$ cat config.mk
export PLATFORM = sky130hd
export DESIGN_NAME = rr_arbiter_8
export DESIGN_NICKNAME = d
export VERILOG_FILES = /design/src/rtl/rr_arbiter_8_pkg.sv /design/src/rtl/rr_arbiter_8_pick8.sv /design/src/rtl/rr_arbiter_8.sv
export SDC_FILE = /design/constraint.sdc
export NUM_CORES = 1
export LEC_CHECK = 0
export ABC_AREA = 0
export CAP_MARGIN = 0
export CORE_ASPECT_RATIO = 0.75
export CORE_MARGIN = 5
export CORE_UTILIZATION = 45
export CTS_CLUSTER_DIAMETER = 50
export DETAILED_ROUTE_END_ITERATION = 12
export GPL_TIMING_DRIVEN = 0
export PLACE_DENSITY = 0.71
export SYNTH_ARGS = -nofsm -noshare
export SYNTH_HDL_FRONTEND = slang
export SYNTH_SLANG_ARGS = --single-unit
$ cat constraint.sdc
create_clock -name clk -period 2.91 [get_ports clk]
set_input_delay 0.582 -clock clk [delete_from_list [all_inputs] [get_ports clk]]
set_output_delay 0.582 -clock clk [all_outputs]
set_load 0.1 [all_outputs]
$ cat src/rtl/rr_arbiter_8_pkg.sv
// Shared constants and state encoding for the 8-way round-robin arbiter.
// Imported by the picker and the arbiter top.
package rr_arbiter_8_pkg;

    localparam int NUM_REQ      = 8;
    localparam int IDX_W        = 3;
    localparam int DEF_MAX_HOLD = 16;
    localparam int DEF_CNT_W    = 5;

    typedef enum logic {
        ST_IDLE  = 1'b0,
        ST_GRANT = 1'b1
    } state_e;

endpackage

$ cat src/rtl/rr_arbiter_8_pick8.sv
// Combinational rotate-priority-rotate picker: finds the first set request
// after ptr (wrapping 7->0), optionally ignoring one masked requester.
module rr_pick8
    import rr_arbiter_8_pkg::*;
(
    input  logic [NUM_REQ-1:0] req,
    input  logic [IDX_W-1:0]   ptr,
    input  logic [IDX_W-1:0]   mask_idx,
    input  logic               mask_en,
    output logic [IDX_W-1:0]   win_idx,
    output logic               win_vld
);

    logic [NUM_REQ-1:0]   req_m;
    logic [2*NUM_REQ-1:0] req_dbl;
    logic [NUM_REQ-1:0]   rot;
    logic [IDX_W:0]       shamt;
    logic [IDX_W-1:0]     off;

    always_comb begin
        req_m = req;
        if (mask_en) begin
            req_m[mask_idx] = 1'b0;
        end
        // Rotate so that bit 0 of rot corresponds to requester ptr+1.
        shamt   = {1'b0, ptr} + {{IDX_W{1'b0}}, 1'b1};
        req_dbl = {req_m, req_m} >> shamt;
        rot     = req_dbl[NUM_REQ-1:0];

        off = '0;
        for (int i = NUM_REQ - 1; i >= 0; i--) begin
            if (rot[i]) begin
                off = IDX_W'(i);
            end
        end

        win_vld = |rot;
        win_idx = ptr + IDX_W'(1) + off;
    end

endmodule

$ cat src/rtl/rr_arbiter_8.sv
// Round-robin arbiter for 8 requesters sharing one decoded resource, with
// grant hold while requested and an optional maximum hold time.
module rr_arbiter_8
    import rr_arbiter_8_pkg::*;
#(
    parameter int MAX_HOLD = DEF_MAX_HOLD,
    parameter int CNT_W    = DEF_CNT_W
) (
    input  logic               clk,
    input  logic               rst,
    input  logic               en,
    input  logic [NUM_REQ-1:0] req,
    output logic [IDX_W-1:0]   gnt_idx,
    output logic               gnt_vld,
    output logic [NUM_REQ-1:0] gnt,
    output logic               busy
);

    localparam logic [CNT_W-1:0] HOLD_LAST = CNT_W'((MAX_HOLD == 0) ? 0 : MAX_HOLD - 1);

    state_e             state_q, state_d;
    logic [IDX_W-1:0]   gnt_idx_q, gnt_idx_d;
    logic               gnt_vld_q, gnt_vld_d;
    logic [IDX_W-1:0]   last_q, last_d;
    logic [CNT_W-1:0]   hold_q, hold_d;

    logic [IDX_W-1:0]   win_idx;
    logic               win_vld;
    logic               timeout;

    // While granted, the owner never competes in re-arbitration; on release
    // its request bit is already low, on timeout it falls back below.
    rr_pick8 u_pick (
        .req      (req),
        .ptr      (last_q),
        .mask_idx (gnt_idx_q),
        .mask_en  (state_q == ST_GRANT),
        .win_idx  (win_idx),
        .win_vld  (win_vld)
    );

    assign timeout = (MAX_HOLD != 0) && (hold_q == HOLD_LAST);

    always_comb begin
        state_d   = state_q;
        gnt_idx_d = gnt_idx_q;
        gnt_vld_d = gnt_vld_q;
        last_d    = last_q;
        hold_d    = hold_q;

        case (state_q)
            ST_IDLE: begin
                if (en && win_vld) begin
                    state_d   = ST_GRANT;
                    gnt_idx_d = win_idx;
                    gnt_vld_d = 1'b1;
                    last_d    = win_idx;
                    hold_d    = '0;
                end
            end
            ST_GRANT: begin
                if (!en) begin
                    state_d   = ST_IDLE;
                    gnt_vld_d = 1'b0;
                end else if (!req[gnt_idx_q]) begin
                    if (win_vld) begin
                        gnt_idx_d = win_idx;
                        last_d    = win_idx;
                        hold_d    = '0;
                    end else begin
                        state_d   = ST_IDLE;
                        gnt_vld_d = 1'b0;
                    end
                end else if (timeout) begin
                    // Sole requester keeps the grant; only its hold restarts.
                    if (win_vld) begin
                        gnt_idx_d = win_idx;
                        last_d    = win_idx;
                    end
                    hold_d = '0;
                end else if (hold_q != HOLD_LAST) begin
                    hold_d = hold_q + CNT_W'(1);
                end
            end
            default: begin
                state_d   = ST_IDLE;
                gnt_vld_d = 1'b0;
            end
        endcase
    end

    always_ff @(posedge clk or posedge rst) begin
        if (rst) begin
            state_q   <= ST_IDLE;
            gnt_idx_q <= '0;
            gnt_vld_q <= 1'b0;
            last_q    <= IDX_W'(NUM_REQ - 1);
            hold_q    <= '0;
        end else begin
            state_q   <= state_d;
            gnt_idx_q <= gnt_idx_d;
            gnt_vld_q <= gnt_vld_d;
            last_q    <= last_d;
            hold_q    <= hold_d;
        end
    end

    always_comb begin
        gnt = '0;
        if (gnt_vld_q) begin
            gnt[gnt_idx_q] = 1'b1;
        end
    end

    assign gnt_idx = gnt_idx_q;
    assign gnt_vld = gnt_vld_q;
    assign busy    = (state_q == ST_GRANT);

endmodule

==> flow_summary.ini <==
[status]
outcome = finished with violations
violations = negative setup slack

[worst_setup_path]
path_max_fanout = 6
rr_endpoint = gnt_idx[2]
reg2regPathDepth = 15
cp.arrival_ps = 3300
r2r_slack_ps = -210
start_kind = flop
crit_start = gnt_idx[2]
required_ps = 3080
cp_slowest_cell = dfrtp_4
crit_end = gnt_idx[2]
rr_startpoint = gnt_idx[2]
max_stage_delay_ps = 500
crit_type = flop to flop
end_kind = flop
crit_chain = buf_8 > buf_6 > nand4b_1 > a32oi_2 > buf_4 > mux2i_1 > o41ai_2 > a41oi_2 > ha_2 > inv_2 > fa_2 > inv_2 > buf_4 > nor4_2 > a211o_1

[finish]
final_cell_area_um2 = 2380
regArea_um2 = 344
final_util_pct = 65.6
fin_cells = 298
fillCellCount = 310
multiInputGateArea_um2 = 1360
diodes = 0
synthToLayoutAreaGrowth_pct = 42.3
layout-drive-gt1-share_pct = 38.2
nets = 261

[synth]
synth_edf_count = 0
ys_ff_latch = 13
async_flop_share_pct = 100
yosysUniqueCellTypes = 64
syn_nets = 209
syn-cell-area_um2 = 1680
ys_seq_area_share_pct = 19.6
syn_inst = 195
avgSynthCellArea_um2 = 8.59
yosys_warnings = 0
synthFlopType = dfrtp_1

[pwr]
power_density_nw_per_um2 = 1290
p_sw_share_pct = 52.2
total_power_mw = 3.09
seqPwrFrac_pct = 10.9
switching_power_mw = 1.61
irDropWorstVdd_mv = 0.722
p_int_mw = 1.48
p_clk_share_pct = 5.0
power_frac_comb_pct = 84.1
leakage_nw = 0.942

[sta]
fin_ws_ps = -213
fin_skew_ps = 3.02
tightest_slew_ps = 967
final.setup.tns_ps = -748
setup_viol = 4
max_freq_mhz = 320
rsz0062_at_grt = true
period_share_pct = 107
timing.slew.headroom_pct = 35.4
period_minus_slack_ps = 3120
drv_slew = 0
hold_ws_ps = 516
hold_viol = 0

[floorplan]
core-area_um2 = 3640
start_util_pct = 46.1
dieArea_um2 = 5060
die_w_um = 80.5
ios = 24
die_height_um = 62.8
num_rows = 19

[clock_tree]
cts.sinks = 13
numCtsBuffers = 3
cts_tree = done
cts_hold_buf = 0
clk-insertion-delay-late_ps = 240
clkTransAtPathRegs_ps = 50
ctsRootBufferMaster = clkbuf_8
cts-htree-levels = 1
clockBufferDepth = 2

[placement]
dp.cells = 270
place_ws_ps = -676
port_buffers = 23
place_congestion = 0.873
placed_cell_area_um2 = 2030
dp_hpwl_um = 3460

[detailed_routing]
wl_met1_um = 2330
wl_um = 5040
first_iter_violations = 84
drtAntennaViolNets = 0
drtPass1Iterations = 4
wl_met2_um = 2280
post_drt_wl_per_cell_um = 16.9
top_layer_used = met4
route.detailed.drc = 0
dr_total_vias = 1782
via_per_inst = 5.98
met3_length_um = 416

[grt]
grt_use_total_pct = 20.2
grt_pass1_vias = 1721
grt_pass1_wl_um = 8320
antenna_found_initial = 0
grt_max_degree = 14
gr-total-overflow = 0

[job]
maxCapViolations = 0

[worst_hold_path]
min-delay-start = hold_q[0]
min_path_type = flop to flop
## logic make-up (layout without fill, tap and decap cells)
| logic type | count (synthesis) | count (layout) | synth area share, % |
|---|---|---|---|
| compound gates | 74 | 74 | 34.7 |
| xor+xnor | 2 | 2 | 1.05 |
| fa+ha+maj | 3 | 3 | 2.69 |
| buf+inv | 25 | 76 | 7.69 |
| flops | 13 | 13 | 19.6 |
| mux | 12 | 12 | 8.07 |
| simple gates | 66 | 66 | 26.2 |
## cell usage in the layout (no fill, tap or decap), types with 3 or more instances in the layout
cell type / n
buf_6: 4
nand2b_1: 5
buf_4: 26
a22oi_1: 3
nor2b_1: 9
dfrtp_1: 6
nand2_1: 12
a31oi_1: 3
a21oi_1: 9
or2_2: 3
dfstp_2: 3
clkbuf_1: 3
o21ai_0: 12
clkbuf_8: 3
buf_8: 3
dfrtp_4: 4
a211oi_1: 6
inv_1: 9
mux2i_1: 5
clkdlybuf4s50_1: 7
nor2_2: 3
nand3_1: 6
o211ai_1: 4
nand4b_1: 3
clkbuf_2: 3
nor2_1: 8
dlygate4sd2_1: 11
## layout make-up
| cell class | count | share of cell area [%] |
|---|---|---|
| multi-input cells | 157 | 56.8 |
| flip-flops and latches | 13 | 14.4 |
| inverters | 12 | 2.05 |
| repair buffers | 48 | 16.6 |
| clock buffers | 4 | 1.89 |
| plain buffers | 12 | 5.51 |
| well taps | 52 | 2.73 |
## flip-flops by register name, summed over array words and instances, names as in the netlist
signal   count
hold_q       5
gnt_idx      3
last_q       3
busy         1
gnt_vld      1
## metal layers
layer  vias to the layer above  track usage [%]
met5                         -                0
met4                         0             4.43
met3                         4             4.90
met2                        67             31.1
met1                       854             28.5
li1                        857                -
## repair_timing
| action | 4_1_cts | 5_1_grt |
|---|---|---|
| setup buffers | 20 | 5 |
| gates resized for setup | 37 | 18 |
| pin swaps | 17 | 10 |
| setup endpoints to repair | 12 | 5 |
## worst max-delay path, delay by kind of cell, from the launching register on
| family | cells | cell delay, ps |
|---|---|---|
| compound gates | 4 | 950 |
| simple gates | 2 | 450 |
| mux | 1 | 70 |
| buf+inv | 6 | 670 |
| flops | 1 | 500 |
| fa+ha+maj | 2 | 420 |
## power groups by stage
| stage | Clock, mW | Combinational, mW | Sequential, mW |
|---|---|---|---|
| 3_5_place_dp | 0 | 2.08 | 0.328 |
| 6_report | 0.153 | 2.60 | 0.336 |
| 5_1_grt | 0.171 | 2.79 | 0.347 |
| 3_3_place_gp | 0 | 2.06 | 0.325 |
| 4_1_cts | 0.161 | 2.39 | 0.335 |
| 2_1_floorplan | 0 | 1.51 | 0.495 |
## worst min path at each step
stage | depth (start not counted) | slack, ps | endpoint
final | 1 | 520 | hold_q[0]
after global routing | 1 | 550 | hold_q[0]
after detailed placement | 1 | 510 | hold_q[0]
after CTS | 1 | 520 | hold_q[0]
after global placement | 1 | 500 | hold_q[0]
after floorplan | 1 | 460 | gnt_vld
## cell usage after synthesis (5+ instances only)
cell      instances  area share (%)
nand3_1           6             1.8
inv_1            11             2.5
nor2b_1           9             3.4
a21oi_1           9             2.7
a211oi_1          6             2.7
dfrtp_1          10              15
nand2_1          13             2.9
nor2_1           11             2.5
o21ai_0          14             4.2
mux2i_1           6             3.6
nand2b_1          5             1.9
(Power assumes the default switching activity.)
